$ cat config.mk
export PLATFORM = sky130hd
export DESIGN_NAME = issue_sb
export DESIGN_NICKNAME = d
export VERILOG_FILES = /design/src/rtl/issue_pkg.sv /design/src/rtl/imm_ext.sv /design/src/rtl/issue_sb.sv
export SDC_FILE = /design/constraint.sdc
export NUM_CORES = 1
export LEC_CHECK = 0
export CAP_MARGIN = 20
export CORE_ASPECT_RATIO = 1.4
export CORE_MARGIN = 5
export CORE_UTILIZATION = 34
export DETAILED_ROUTE_END_ITERATION = 10
export GPL_TIMING_DRIVEN = 0
export PLACE_DENSITY = 0.56
export SYNTH_ARGS = -nofsm -noshare
export SYNTH_HDL_FRONTEND = slang
export SYNTH_SLANG_ARGS = --single-unit
$ cat constraint.sdc
create_clock -name clk -period 3.8 [get_ports clk]
set_clock_uncertainty 0.2 [all_clocks]
set_input_delay 0.38 -clock clk [delete_from_list [all_inputs] [get_ports clk]]
set_output_delay 0.38 -clock clk [all_outputs]
set_load 0.005 [all_outputs]
$ cat src/rtl/issue_pkg.sv
// Shared definitions for the issue stage: immediate-mode encodings and the
// default-width scoreboard vector type.
package issue_pkg;

  // Immediate extension modes carried by dec_imm_mode.
  typedef enum logic [1:0] {
    IMM_SEXT  = 2'd0,
    IMM_ZEXT  = 2'd1,
    IMM_UPPER = 2'd2,
    IMM_RSVD  = 2'd3
  } imm_mode_e;

  // Default register-id width and the matching one-bit-per-register vector.
  localparam int DEF_REG_AW = 6;
  typedef logic [(2**DEF_REG_AW)-1:0] sb_vec_t;

endpackage

$ cat src/rtl/imm_ext.sv
// Combinational immediate extender: sign, zero or upper placement of the
// raw decode immediate into a DATA_W-bit operand. The reserved mode yields 0.
module imm_ext
  import issue_pkg::*;
#(
  parameter int IMM_W  = 16,
  parameter int DATA_W = 32
) (
  input  logic [IMM_W-1:0]  imm,
  input  logic [1:0]        mode,
  output logic [DATA_W-1:0] ext_imm
);

  localparam int PAD_W = DATA_W - IMM_W;

  // Select the extension form from the mode encoding.
  always_comb begin
    ext_imm = '0;
    case (imm_mode_e'(mode))
      IMM_SEXT:  ext_imm = {{PAD_W{imm[IMM_W-1]}}, imm};
      IMM_ZEXT:  ext_imm = {{PAD_W{1'b0}}, imm};
      IMM_UPPER: ext_imm = {imm, {PAD_W{1'b0}}};
      default:   ext_imm = '0;
    endcase
  end

endmodule

$ cat src/rtl/issue_sb.sv
// Issue stage with a register scoreboard. Takes one decoded op per cycle,
// stalls it while any register it reads or writes has an outstanding write,
// and registers the accepted op (with its extended immediate) for execute.
//
// Handshakes: both the decode side (dec_valid/dec_ready) and the execute side
// (iss_valid/iss_ready) transfer on a cycle where valid and ready are both 1.
// A valid producer holds its payload stable until that cycle; dec_ready is
// combinational and never depends on dec_valid.
module issue_sb
  import issue_pkg::*;
#(
  parameter int REG_AW   = 6,
  parameter int IMM_W    = 16,
  parameter int DATA_W   = 32,
  parameter int ZERO_REG = 1
) (
  input  logic              clk,
  input  logic              reset,
  input  logic              flush,
  input  logic              dec_valid,
  output logic              dec_ready,
  input  logic [REG_AW-1:0] dec_rs,
  input  logic [REG_AW-1:0] dec_rt,
  input  logic [REG_AW-1:0] dec_rd,
  input  logic              dec_use_rs,
  input  logic              dec_use_rt,
  input  logic              dec_wr_rd,
  input  logic [IMM_W-1:0]  dec_imm,
  input  logic [1:0]        dec_imm_mode,
  input  logic              wb_valid,
  input  logic [REG_AW-1:0] wb_reg,
  output logic              iss_valid,
  input  logic              iss_ready,
  output logic [REG_AW-1:0] rd_reg1_iss,
  output logic [REG_AW-1:0] rd_reg2_iss,
  output logic [REG_AW-1:0] wr_reg_iss,
  output logic              wr_en_iss,
  output logic [DATA_W-1:0] ext_imm_iss,
  output logic [31:0]       stall_cnt
);

  localparam int SB_N = 2**REG_AW;
  localparam logic [SB_N-1:0] SB_ONE = {{(SB_N-1){1'b0}}, 1'b1};

  typedef logic [SB_N-1:0] sb_t;

  sb_t               sb;
  sb_t               wb_clr;
  sb_t               kill_clr;
  sb_t               fire_set;
  sb_t               busy_eff;
  sb_t               sb_next;
  logic              hazard;
  logic              slot_free;
  logic              fire;
  logic              set_ok;
  logic [DATA_W-1:0] ext_imm;

  imm_ext #(
    .IMM_W  (IMM_W),
    .DATA_W (DATA_W)
  ) u_imm_ext (
    .imm     (dec_imm),
    .mode    (dec_imm_mode),
    .ext_imm (ext_imm)
  );

  // Hazard check against the scoreboard, with same-cycle writeback already retired.
  always_comb begin
    wb_clr    = wb_valid ? (SB_ONE << wb_reg) : '0;
    busy_eff  = sb & ~wb_clr;
    hazard    = (dec_use_rs & busy_eff[dec_rs]) |
                (dec_use_rt & busy_eff[dec_rt]) |
                (dec_wr_rd  & busy_eff[dec_rd]);
    slot_free = ~iss_valid | iss_ready;
    dec_ready = slot_free & ~hazard & ~flush & ~reset;
    fire      = dec_valid & dec_ready;
  end

  // Next scoreboard: retire writebacks and flushed writes first, then mark the new
  // destination busy so a set on the same register wins. Register 0 stays clear
  // when it is hardwired to zero.
  always_comb begin
    set_ok   = !((ZERO_REG != 0) && (dec_rd == '0));
    kill_clr = (flush & iss_valid & wr_en_iss) ? (SB_ONE << wr_reg_iss) : '0;
    fire_set = (fire & dec_wr_rd & set_ok) ? (SB_ONE << dec_rd) : '0;
    sb_next  = (sb & ~wb_clr & ~kill_clr) | fire_set;
  end

  // Scoreboard register.
  always_ff @(posedge clk) begin
    if (reset) begin
      sb <= '0;
    end else begin
      sb <= sb_next;
    end
  end

  // Output op register: load on fire, drop valid when execute takes it or on flush,
  // otherwise hold the payload stable.
  always_ff @(posedge clk) begin
    if (reset) begin
      iss_valid   <= 1'b0;
      rd_reg1_iss <= '0;
      rd_reg2_iss <= '0;
      wr_reg_iss  <= '0;
      wr_en_iss   <= 1'b0;
      ext_imm_iss <= '0;
    end else if (flush) begin
      iss_valid <= 1'b0;
    end else if (fire) begin
      iss_valid   <= 1'b1;
      rd_reg1_iss <= dec_rs;
      rd_reg2_iss <= dec_rt;
      wr_reg_iss  <= dec_rd;
      wr_en_iss   <= dec_wr_rd;
      ext_imm_iss <= ext_imm;
    end else if (iss_ready) begin
      iss_valid <= 1'b0;
    end
  end

  // Saturating count of cycles an offered op was blocked only by a hazard.
  always_ff @(posedge clk) begin
    if (reset) begin
      stall_cnt <= '0;
    end else if (dec_valid & hazard & slot_free & ~flush) begin
      if (stall_cnt != 32'hFFFF_FFFF) begin
        stall_cnt <= stall_cnt + 32'd1;
      end
    end
  end

endmodule

### Yosys cells after proc, flatten, opt, wreduce, memory -nomap -nowiden

Index checks and enable logic that the tools add are counted.

| word-level totals | value |
|---|---|
| register bits after elaboration | 148 |
| bits in latches | 0 |
| RAM bits | 0 |
| bits in read-only memories | 0 |
| bits of input ports | 51 |
| output and inout bits | 85 |
| logic and storage cells | 63 |
| memories | 0 |

| operators by class | value |
|---|---|
| $add $sub $neg | 1 |
| multiply operators | 0 |
| div/mod/pow operators | 0 |
| order comparisons | 3 |
| equal/unequal tests | 3 |
| shift operators | 3 |
| muxes and demuxes | 12 |
| bitwise logic cells | 26 |
| reductions and logical operators | 7 |

Operators by type and width:

| kind | number |
|---|---|
| 64-bit 2-to-1 mux | 3 |
| 1-bit by 6-bit << shifter with 64-bit output (first input constant) | 3 |
| 64-bit AND | 2 |
| 64-bit NOT | 2 |
| 32-bit case mux with 3 select lines | 1 |
| 64-bit OR | 1 |
| 32-bit by 1-bit adder with 32-bit output (second input constant) | 1 |
| 32-bit != test (second input constant) | 1 |
| 6-bit by 7-bit less-than comparator with 1-bit output (second input constant) | 3 |
| 1-bit binary-select mux with 6-bit select | 3 |
| 1-bit AND | 14 |
| 6-bit zero test | 1 |
| 1-bit 2-to-1 mux | 5 |
| 1-bit NOT | 4 |
| 2-bit AND reduction | 2 |
| 1-bit OR | 3 |
| 2-bit by 1-bit == test with 1-bit output (second input constant) | 1 |
| 2-bit == test (second input constant) | 1 |
| 2-bit zero test | 1 |
| 2-bit nonzero test | 1 |
| 2-bit OR reduction | 1 |
| 1-bit zero test | 1 |

### Depth between registers and ports, before layout

Gate-level depths: netlist of the first run.

| logic depth | value |
|---|---|
| word-level depth | 18 |
| gate-level depth with buffers | 14 |
| gate-level depth less buffers | 10 |

### Hierarchy

Synthesis of the first run repeated with hierarchy kept, for this count alone.

| second synthesis, totals | value |
|---|---|
| cell total of the unflattened synthesis | 1,130 |
| area total of the unflattened synthesis | 9,127.5 µm² |

By module, submodules not included:

| module | instances | cells an instance | area each (µm²) | seq. area each (µm²) |
|---|---|---|---|---|
| issue_sb | 1 | 1,076 | 8,788.4 | 2,962.8 |
| imm_ext | 1 | 54 | 339.1 | 0.0 |

### Worst setup path before layout of the first run

Ideal clock, no wire load.

| timing path | value |
|---|---|
| kind | input -> register |
| start | input dec_rs[1] |
| end | register stall_cnt[5] |
| library setup time | 0.070 ns |
| data arrival time | 3.170 ns |
| required time | 3.530 ns |
| path slack | 0.359 ns |
| cell stages on the path | 11 |
| path buffers | 3 |
| cell sequence | buf_2 > inv_1 > buf_1 > mux4_2 > o21ai_0 > a211oi_1 > o32a_1 > a31o_2 > clkbuf_1 > or4_1 > a21oi_1 |

| on the way | value |
|---|---|
| longest elaborated chain between the ends | 9 |

RTL lines:

| item | RTL line | text |
|---|---|---|
| start, declared | issue_sb.sv:22 | `input logic [REG_AW-1:0] dec_rs,` |
| 1-bit binary-select mux with 6-bit select | issue_sb.sv:72 | `hazard = (dec_use_rs & busy_eff[dec_rs]) \|` |
| 1-bit 2-to-1 mux (implied by the code) | issue_sb.sv:72 |  |
| 1-bit AND | issue_sb.sv:72 |  |
| 1-bit OR | issue_sb.sv:72 |  |
| 1-bit OR | issue_sb.sv:73 | `(dec_use_rt & busy_eff[dec_rt]) \|` |
| 1-bit AND (3 in a row) | issue_sb.sv:127 | `end else if (dec_valid & hazard & slot_free & ~flush) begin` |
| 2-bit AND reduction (no source line) | - |  |
| end signal, assigned | issue_sb.sv:129 | `stall_cnt <= stall_cnt + 32'd1;` |
| end, declared | issue_sb.sv:39 | `output logic [31:0] stall_cnt` |

No other way between the ends. The select of a mux whose other input is x is not followed.
A chain may end at the register's enable or synchronous reset.

### Worst setup path in the final report of the first run

| timing path | value |
|---|---|
| start | input wb_reg[2] |
| end | output dec_ready |

| on the way | value |
|---|---|
| longest elaborated chain between the ends | 13 |
| elaborated cells on any way between the ends | 19 |
| classes of those cells | 1 x shift; 7 x mux; 11 x bitwise |

RTL lines:

| item | RTL line | text |
|---|---|---|
| start, declared | issue_sb.sv:31 | `input logic [REG_AW-1:0] wb_reg,` |
| 1-bit by 6-bit << shifter with 64-bit output * | issue_sb.sv:70 | `wb_clr = wb_valid ? (SB_ONE << wb_reg) : '0;` |
| 64-bit 2-to-1 mux * | issue_sb.sv:70 |  |
| 64-bit NOT * | issue_sb.sv:71 | `busy_eff = sb & ~wb_clr;` |
| 64-bit AND * | issue_sb.sv:71 |  |
| 1-bit binary-select mux with 6-bit select, on equally long branches | issue_sb.sv:72, issue_sb.sv:73 |  |
| 1-bit 2-to-1 mux, on equally long branches | issue_sb.sv:72, issue_sb.sv:73 |  |
| 1-bit AND, on equally long branches | issue_sb.sv:72, issue_sb.sv:73 |  |
| 1-bit OR | issue_sb.sv:72 |  |
| 1-bit OR * | issue_sb.sv:73 |  |
| 1-bit NOT * | issue_sb.sv:76 | `dec_ready = slot_free & ~hazard & ~flush & ~reset;` |
| 1-bit AND * (3 in a row) | issue_sb.sv:76 |  |
| end, declared | issue_sb.sv:21 | `output logic dec_ready,` |

Every way passes the cells marked *; elsewhere a longest branch is shown, timed or not. The select of a mux whose other input is x is not followed.

==> flow_metrics.tcl, run 1 <==
set metrics [dict create \
    yosysSeqAreaShare 0.342 \
    wire_per_inst_um 26.6 \
    die_height_um 199 \
    io_buffer_count 128 \
    drc 0 \
    path_max_fanout 10 \
    layout.cells.non_filler 1571 \
    hold_viol 0 \
    rows 69 \
    die_area_um2 28800 \
    place_area_um2 10300 \
    synth_flop_cell "dfxtp_1" \
    syn_area_um2 8650 \
    final_nets 1291 \
    fmax_mhz 265 \
    r2r_cells 12 \
    ys_ff_latch 148 \
    p_per_area_nw_per_um2 321 \
    cts.path.max_buffers 2 \
    die_x_um 145 \
    grt_pass1_vias 9506 \
    setup_viol 0 \
    grt_overflow 0 \
    grt_max_degree 17 \
    async_flop_share 0 \
    ctsRootBufferMaster "clkbuf_16" \
    grt_pass1_wl_mm 61.6 \
    worst_slew_pin_slew_ns 0.954 \
    mostFrequentLayoutCells "dfxtp_1 (148), nor2_1 (127), clkdlybuf4s50_1 (119), nand2_1 (67), nand3_1 (54)" \
    syn-instance-count 1066 \
    drt_pre_antenna_iters 6 \
    cts_tree "yes" \
    start_util 0.343 \
    outcome "complete, no violations" \
    placedCellCount 1513 \
    fin_crit_ns 3.77 \
    antenna_found_initial 0 \
    r2r-end "stall_cnt[5]" \
    vias 9874 \
    fin_crit_sh 0.991 \
    vdd_drop_max_mv 0.318 \
    ff2ff_setup_slack_ns 0.33 \
    critPathCaptureType "output port" \
    clk_pin_slew_ns 0.07 \
    drive_above_1_share 0.185 \
    worst-setup-path-type "in -> out" \
    holdPathEnd "ext_imm_iss[4]" \
    yosysWarnings 0 \
    final_common_cell "dfxtp_1" \
    ios 136 \
    rsz0062_at_grt "true" \
    num-fill-cells 2548 \
    maxCapViolations 0 \
    routabilityCongestion 1.07 \
    antenna_left 0 \
    areaGrowthSynthToFinish_pct 37.3 \
    h-tree-depth 4 \
    final_area_um2 11900 \
    viasPerCell 6.29 \
    diodes 0 \
    required_ns 3.22 \
    synth_cell_types 86 \
    avgSynthCellArea_um2 8.12 \
    coreArea_um2 25200 \
    numCtsBuffers 17 \
    synth_nets 1118 \
    final_util 0.471 \
    r2r_start "sb[19]" \
    critPathArrivalTime_ns 3.19 \
    hold_slack_ns 0.253 \
    holdPathStages 2 \
    synth_edf_count 0 \
    clk_latency_ns 0.45 \
    min_path_type "reg -> reg" \
    leakagePower_nw 3.91 \
    finalWirelength_mm 41.8 \
    start_kind "input pin" \
    hpwl_mm 31.1 \
    drtIter0Drc 1190 \
    finalMaxSlewViolations 0 \
    total_power_mw 3.82 \
    cts.sinks 148 \
    min-delay-start "ext_imm_iss[4]" \
    grt_use_total 0.288 \
    maxSlewHeadroom 0.364 \
]
## layout make-up
type / count / area [um^2] / share of cell area
Clock inverter: 13 / 124 / 0.0104
Buffer: 85 / 509 / 0.0429
Inverter: 23 / 87.6 / 0.00737
Timing Repair Buffer: 156 / 1510 / 0.127
Clock buffer: 19 / 443 / 0.0373
Multi-Input combinational cell: 808 / 5850 / 0.492
Tap cell: 319 / 399 / 0.0336
Sequential cell: 148 / 2960 / 0.249
## critical path, stage by stage
cell and delay, ns:
clkdlybuf4s15_2 0.23, or3b_4 0.45, buf_12 0.18, buf_6 0.16
o21ai_2 0.26, a32oi_1 0.17, o2111ai_2 0.24, o31ai_1 0.13
o2bb2ai_2 0.28, o32a_4 0.26, nand3_1 0.10, nor2_1 0.09
dlygate4sd2_1 0.24
## power breakdown
group / total, mW / switching [mW] / internal [mW]
clock: 1.67 / 0.747 / 0.926
sequential: 1.59 / 0.0159 / 1.57
combinational: 0.560 / 0.346 / 0.214
total: 3.82 / 1.11 / 2.71
## sequential cells by signal, summed over array words and instances (netlist names)
register and count:
sb 64, iss_valid 1, wr_en_iss 1, ext_imm_iss 32, rd_reg1_iss 6, rd_reg2_iss 6
wr_reg_iss 6, stall_cnt 32
## cells by family (layout without fill, tap and decap cells)
kind of cell	after synthesis	in the layout	share of synthesized area
buffers and inverters	110	296	0.0525
flip-flops	148	148	0.342
AO/OA/AOI/OAI	319	319	0.250
adder cells (fa/ha/maj)	1	1	0.00145
AND/OR/NAND/NOR	430	430	0.261
multiplexers	56	56	0.0904
XOR/XNOR	2	2	0.00202
## what timing repair did
item	CTS	global route
pin swaps	11	13
hold buffers	0	0
gates cloned	0	0
setup endpoints to repair	148	136
buffers inserted	20	8
gates resized for setup	193	74
hold endpoints to repair	0	0
## cells in the mapped netlist (20+ instances only)
cell / number / area, um^2
nor2b_1: 31 / 194
o21ai_0: 81 / 405
nand2_1: 67 / 251
or3_1: 27 / 169
nand3_1: 55 / 275
mux2i_1: 32 / 320
nor3_1: 27 / 135
inv_1: 20 / 75.1
dfxtp_1: 148 / 2960
o32ai_1: 53 / 464
a21oi_1: 48 / 240
nor2_1: 128 / 480
clkbuf_1: 63 / 236
## worst max path at each step
stage                     startpoint               to  slack [ns]  cells after the start
after floorplan            dec_rs[1]     stall_cnt[5]        0.36                     11
after global placement     dec_rd[1]  ext_imm_iss[19]       -1.72                     14
after detailed placement   wb_reg[1]  ext_imm_iss[19]       -1.73                     14
after CTS                   wb_valid        dec_ready       0.001                     13
after global routing       wb_reg[2]        dec_ready       -0.05                     14
final                      wb_reg[2]        dec_ready        0.03                     13
## through the flow
step                setup TNS [ns]  worst slack [ns]
floorplan                        0             0.359
global placement           -218.06             -1.72
detailed placement         -218.61             -1.73
CTS                              0           0.00110
global route                -0.117           -0.0472
finish                           0            0.0326
## routing by layer
layer | routed length (um) | global-route usage | share of wire | up-vias
li1 | - | - | - | 4415
met1 | 16400 | 0.363 | 0.39 | 4734
met2 | 19400 | 0.452 | 0.46 | 571
met3 | 3200 | 0.0575 | 0.077 | 154
met4 | 2770 | 0.170 | 0.066 | 0
met5 | 0 | 0 | 0 | -
Note: power is estimated with default switching activity, not from simulation.
==> run 2: changes to the inputs <==
--- a/config.mk
+++ b/config.mk
@@ -12,5 +12,5 @@
 export DETAILED_ROUTE_END_ITERATION = 10
 export GPL_TIMING_DRIVEN = 0
-export PLACE_DENSITY = 0.56
+export PLACE_DENSITY = 0.59
 export SYNTH_ARGS = -nofsm -noshare
 export SYNTH_HDL_FRONTEND = slang
==> constraint.sdc (replaced) <==
create_clock -name clk -period 3.8 [get_ports clk]
set_clock_uncertainty 0.2 [all_clocks]
set_input_delay 0.38 -clock clk [delete_from_list [all_inputs] [get_ports clk]]
set_output_delay 0.38 -clock clk [all_outputs]
set_load 0.02 [all_outputs]
==> run 2 against run 1 <==
Net effect: sequential share of layout area up 0.10 points; final cell count up 0.51%; non-clock buffer count up 8; sequential cell count unchanged; die area unchanged; core utilization down 0.19 points; first-iteration DRC count down 7.1%; global-route usage up 0.27 points; clock power up 7%; via count up 1.0%; sequential power about the same; worst setup slack better by 0.011 ns.
==> flow_metrics.tcl, run 2 (synthesis results as in run 1) <==
set metrics [dict create \
    clk_pin_slew_ns 0.06 \
    cts.sinks 148 \
    p_per_area_nw_per_um2 331 \
    critPathCaptureType "flop" \
    leakagePower_nw 3.90 \
    vias 9976 \
    coreArea_um2 25200 \
    start_kind "input pin" \
    largest_register "sb" \
    ios 136 \
    r2r-end "stall_cnt[1]" \
    grt_pass1_vias 9599 \
    final_nets 1299 \
    min_path_type "reg -> reg" \
    ff2ff_setup_slack_ns 0.27 \
    worstSetupStartpoint "dec_rd[1]" \
    hpwl_mm 31.0 \
    path_max_fanout 10 \
    min-delay-start "ext_imm_iss[31]" \
    cts.path.max_buffers 2 \
    maxSlewHeadroom 0.352 \
    numCtsBuffers 17 \
    mostFrequentLayoutCells "dfxtp_1 (148), nor2_1 (126), clkdlybuf4s50_1 (119), nand2_1 (67), nand3_1 (54)" \
    place_ws_ns -1.68 \
    grt_overflow 0 \
    num-fill-cells 2533 \
    holdPathEnd "ext_imm_iss[31]" \
    finalMaxSlewViolations 0 \
    antenna_found_initial 0 \
    required_ns 3.93 \
    largestRegisters "sb (64), ext_imm_iss (32), stall_cnt (32)" \
    die_area_um2 28800 \
    switching_share 0.284 \
    p_int_mw 2.81 \
    vdd_drop_max_mv 0.337 \
    maxCapViolations 0 \
    drtIter0Drc 1106 \
    drc 0 \
    grt_max_degree 17 \
    antenna_left 0 \
    fin_crit_ns 3.76 \
    final_area_um2 11800 \
    diodes 0 \
    finalWirelength_mm 42.2 \
    h-tree-depth 4 \
    power_frac_comb 0.140 \
    r2r_start "stall_cnt[4]" \
    cts_tree "yes" \
    clk_latency_ns 0.46 \
    p_clk_frac 0.455 \
    p_sw_mw 1.11 \
    wire_per_inst_um 26.7 \
    fin_crit_sh 0.988 \
    p_seq_frac 0.405 \
    routabilityCongestion 1.03 \
    ctsRootBufferMaster "clkbuf_16" \
    start_util 0.343 \
    drive_above_1_share 0.180 \
    holdBufCountCts 0 \
    place_area_um2 10300 \
    ff_latch_area_um2 2960 \
    setup_viol 0 \
    die_x_um 145 \
    rsz0062_at_grt "true" \
    holdPathStages 2 \
    die_height_um 199 \
    largest_reg_flops 64 \
    fmax_mhz 266 \
    total_power_mw 3.92 \
    io_buffer_count 128 \
    drt_pre_antenna_iters 6 \
    tns_ns 0 \
    grt_use_total 0.291 \
    multiInputGateArea_um2 5770 \
    hold_viol 0 \
    grt_pass1_wl_mm 61.9 \
    areaGrowthSynthToFinish_pct 36.8 \
    outcome "complete, no violations" \
    viasPerCell 6.32 \
    worst_slew_pin_slew_ns 0.973 \
    final_common_cell "dfxtp_1" \
    r2r_cells 13 \
    rows 69 \
    critPathArrivalTime_ns 3.88 \
    setup_ws_ns 0.0440 \
    worst-setup-path-type "in -> reg" \
]
==> run 2: worst max path at each step <==
stage | endpoint | cells past startpoint
2_1_floorplan | stall_cnt[5] | 11
3_3_place_gp | ext_imm_iss[29] | 14
3_5_place_dp | sb[62] | 14
4_1_cts | dec_ready | 13
5_1_grt | dec_ready | 12
6_report | sb[60] | 15
==> run 2: power groups by stage <==
stage	clock network [mW]	registers, mW	logic, mW
2_1_floorplan	0	1.64	0.240
6_report	1.78	1.59	0.550
3_5_place_dp	0	1.62	0.482
3_3_place_gp	0	1.62	0.483
5_1_grt	1.87	1.59	0.581
4_1_cts	1.80	1.59	0.520
==> run 2: cell type report <==
type	instances	area share
plain buffers	86	0.0403
clock buffers	20	0.0394
clock inverters	12	0.0119
inverters	23	0.00761
multi-input cells	808	0.488
flip-flops and latches	148	0.250
well taps	319	0.0337
repair buffers	163	0.129
==> run 2: repair_timing <==
action,in CTS,in global routing
pin swaps,18,11
endpoints found under the setup margin,148,131
endpoints found under the hold margin,0,0
buffers inserted,16,17
resized for setup,188,57
gates cloned,0,0
==> run 2: worst max-delay path, stage by stage <==
cell and delay, ns:
clkdlybuf4s50_1 0.58, buf_4 0.25, clkbuf_4 0.25, clkbuf_4 0.26, o2111ai_1 0.19, o2111ai_1 0.17, o31ai_1 0.11, o2bb2ai_1 0.23
o32a_1 0.21, buf_4 0.16, nand4_4 0.16, or3_4 0.38, buf_2 0.19, buf_6 0.17, o32ai_1 0.17
==> run 2: stage by stage <==
stage	hold WS (ns)	std cells	util
after floorplan	0.288	1066	-
after global placement	0.238	1513	0.410
after detailed placement	0.246	1515	0.410
after CTS	0.229	1562	0.460
after global routing	0.272	1579	0.469
final	0.250	1579	0.469
==> run 2: per-layer routing <==
metal  track usage  vias up  share of wire
li1              -     4409              -
met4         0.218        0          0.092
met3        0.0657      193          0.089
met5             0        -              0
met2         0.467      639           0.46
met1         0.332     4735           0.35
==> run 3: changes to the inputs <==
- ABC_AREA: not set -> 1
- PLACE_DENSITY: 0.59 -> 0.58
==> run 3 against run 2 <==
Net effect: register-to-register slack gained 0.41 ns; wire length grew 26%; final area grew 12%; clock-buffer cell count shrank 2; fmax grew 1.2%; via count grew 30%; worst setup slack gained 0.043 ns; combinational power grew 35%; first-iteration DRC count grew 4.8%; final cell count grew 45%; hold slack lost 0.0070 ns; critical endpoint is now dec_ready.
==> flow_metrics.tcl, run 3 <==
set metrics [dict create \
    outcome "complete, no violations" \
    cts_tree "yes" \
    vias 13000 \
    rsz0062_at_grt "false" \
    yosysSeqAreaShare 0.288 \
    ff_latch_area_um2 2960 \
    p_per_area_nw_per_um2 304 \
    holdPathStages 3 \
    crit_chain "clkdlybuf4s50_1, inv_2, nor2_4, inv_1, nor2_4, inv_1, nor2_1, nor2_1, nand3_1, nand2_1, inv_1, nand2_1, nand2_1, nand2_1, nand3_1, nand3_2, nor2_4, buf_12, buf_4" \
    clk_pin_slew_ns 0.07 \
    worst-setup-path-type "in -> out" \
    fin_crit_sh 0.977 \
    antenna_found_initial 1 \
    grt_use_total 0.305 \
    power_frac_comb 0.185 \
    synth_edf_count 0 \
    grt_pass1_wl_mm 77.5 \
    hpwl_mm 42.4 \
    die_height_um 216 \
    switching_share 0.323 \
    avgSynthCellArea_um2 6.06 \
    maxSlewHeadroom 0.491 \
    yosysTopAreaCell "dfxtp_1" \
    yosysMostFrequentCell "nand3_1" \
    drc 0 \
    async_flop_share 0 \
    hold_slack_ns 0.243 \
    p_int_mw 2.72 \
    required_ns 3.22 \
    die_x_um 157 \
    placedCellCount 2207 \
    largestRegisters "sb (64), ext_imm_iss (32), stall_cnt (32)" \
    antenna_left 0 \
    place_area_um2 12000 \
    path_max_fanout 19 \
    start_util 0.344 \
    drtIter0Drc 1159 \
    synth_cell_types 31 \
    synth_top_cells_by_count "nand3_1 (322), nand2_1 (307), nor2_1 (239)" \
    coreArea_um2 29900 \
    synth_nets 1752 \
    die_area_um2 33900 \
    final_area_um2 13200 \
    num-fill-cells 3274 \
    p_clk_frac 0.418 \
    fmax_mhz 269 \
    critPathSlowestCell "clkdlybuf4s50_1" \
    largest_reg_flops 64 \
    largest_register "sb" \
    final_common_cell "nand3_1" \
    syn-instance-count 1700 \
    r2r_cells 14 \
    hold_viol 0 \
    synth_area_leaders "dfxtp_1 (29%), nand3_1 (16%), nand2_1 (11%)" \
    cts.sinks 148 \
    syn_area_um2 10300 \
    crit_family "simple AND/OR/NAND/NOR gates" \
    routabilityCongestion 1.06 \
    yosysWarnings 0 \
    p_seq_frac 0.397 \
    tns_ns 0 \
    cp_num_buf_inv 7 \
    crit_top_cell "nand2_1" \
    synth_flop_cell "dfxtp_1" \
    drt_pre_antenna_iters 8 \
    setup_viol 0 \
    finalWirelength_mm 53.0 \
    rows 75 \
    start_kind "input pin" \
    critPathArrivalTime_ns 3.13 \
    areaGrowthSynthToFinish_pct 28.3 \
    vdd_drop_max_mv 0.288 \
    setup_ws_ns 0.0868 \
    ys_ff_latch 148 \
    finalMaxSlewViolations 0 \
    grt_max_degree 20 \
    holdBufCountCts 0 \
    min_path_type "in -> reg" \
    io_buffer_count 122 \
    clk_latency_ns 0.45 \
    final_util 0.442 \
    critPathCaptureType "output port" \
    place_ws_ns -1.27 \
    p_sw_mw 1.30 \
    cp_slowest_stage_delay_ns 0.65 \
    drive_above_1_share 0.0885 \
    ctsRootBufferMaster "clkbuf_16" \
    ios 136 \
    viasPerCell 5.68 \
    fin_crit_ns 3.71 \
    maxCapViolations 0 \
    final_nets 1938 \
    layout.cells.non_filler 2284 \
    cts.path.max_buffers 2 \
    h-tree-depth 4 \
    wire_per_inst_um 23.2 \
    grt_pass1_vias 12600 \
    cp.depth 19 \
    multiInputGateArea_um2 6570 \
    numCtsBuffers 17 \
    synth.top_cell.area_share 0.288 \
    worst_slew_pin_slew_ns 0.764 \
    total_power_mw 4.01 \
    mostFrequentLayoutCells "nand3_1 (308), nand2_1 (304), nor2_1 (228), dfxtp_1 (148)" \
    grt_overflow 0 \
    leakagePower_nw 4.72 \
]
-- run 3: cell count changes after synthesis, sizes merged, moves of 25 or more --
cell / before / now
a21oi: 48 / 115
nand2: 67 / 309
nor2b: 31 / 0
o32ai: 54 / 0
nand4: 16 / 115
or3: 27 / 0
nor2: 128 / 252
mux2i: 32 / 0
nand3: 55 / 322
xor2: 1 / 26
inv: 22 / 102
buf: 23 / 51
-- run 3: timing repair --
item / CTS / global route
gates resized for setup: 70 / 17
buffers inserted: 27 / 17
gates cloned: 1 / 1
pin swaps: 18 / 18
setup endpoints to repair: 144 / 5
-- run 3: cell type report --
type	instances	area share
Tap cell	385	0.0364
Clock buffer	18	0.0325
Multi-Input combinational cell	1321	0.497
Sequential cell	148	0.224
Inverter	106	0.0308
Timing Repair Buffer	168	0.122
Clock inverter	13	0.00984
Buffer	124	0.0474
Antenna cell	1	0.000189
-- run 3: path summary, 6_finish.rpt --
| path | slack (ns) | to | startpoint |
|---|---|---|---|
| min | 0.24 | wr_reg_iss[0] | dec_rd[0] |
| min reg2reg | 0.28 | ext_imm_iss[24] | ext_imm_iss[24] |
| max | 0.09 | dec_ready | dec_rd[1] |
| max reg2reg | 0.68 | stall_cnt[22] | stall_cnt[0] |
-- run 3: power by group through the flow --
stage | Clock, mW | Combinational [mW] | Sequential, mW
detailed placement | 0 | 0.674 | 1.63
global route | 1.75 | 0.787 | 1.60
global placement | 0 | 0.677 | 1.63
finish | 1.68 | 0.742 | 1.59
floorplan | 0 | 0.355 | 1.66
CTS | 1.70 | 0.711 | 1.59
-- run 3: logic make-up (layout without fill, tap and decap cells) --
| logic type | Yosys count | in the layout | share of synthesized area |
|---|---|---|---|
| adder cells (fa/ha/maj) | 1 | 1 | 0.00121 |
| AO/OA/AOI/OAI | 253 | 253 | 0.135 |
| buffers and inverters | 231 | 429 | 0.0940 |
| flip-flops | 148 | 148 | 0.288 |
| AND/OR/NAND/NOR | 1037 | 1037 | 0.457 |
| XOR/XNOR | 30 | 30 | 0.0255 |
| other | 0 | 1 | 0 |
-- run 3: per-layer routing --
layer,vias to the layer above,global-route usage,part of all wire
met5,-,0,0
met2,613,0.526,0.49
met3,186,0.0537,0.067
li1,6197,-,-
met4,0,0.203,0.073
met1,5969,0.339,0.37
-- run 3: worst min-delay path, stage by stage --
cell and delay, ns:
dlymetal6s2s_1 0.23, o21ai_0 0.20, nor2_1 0.04
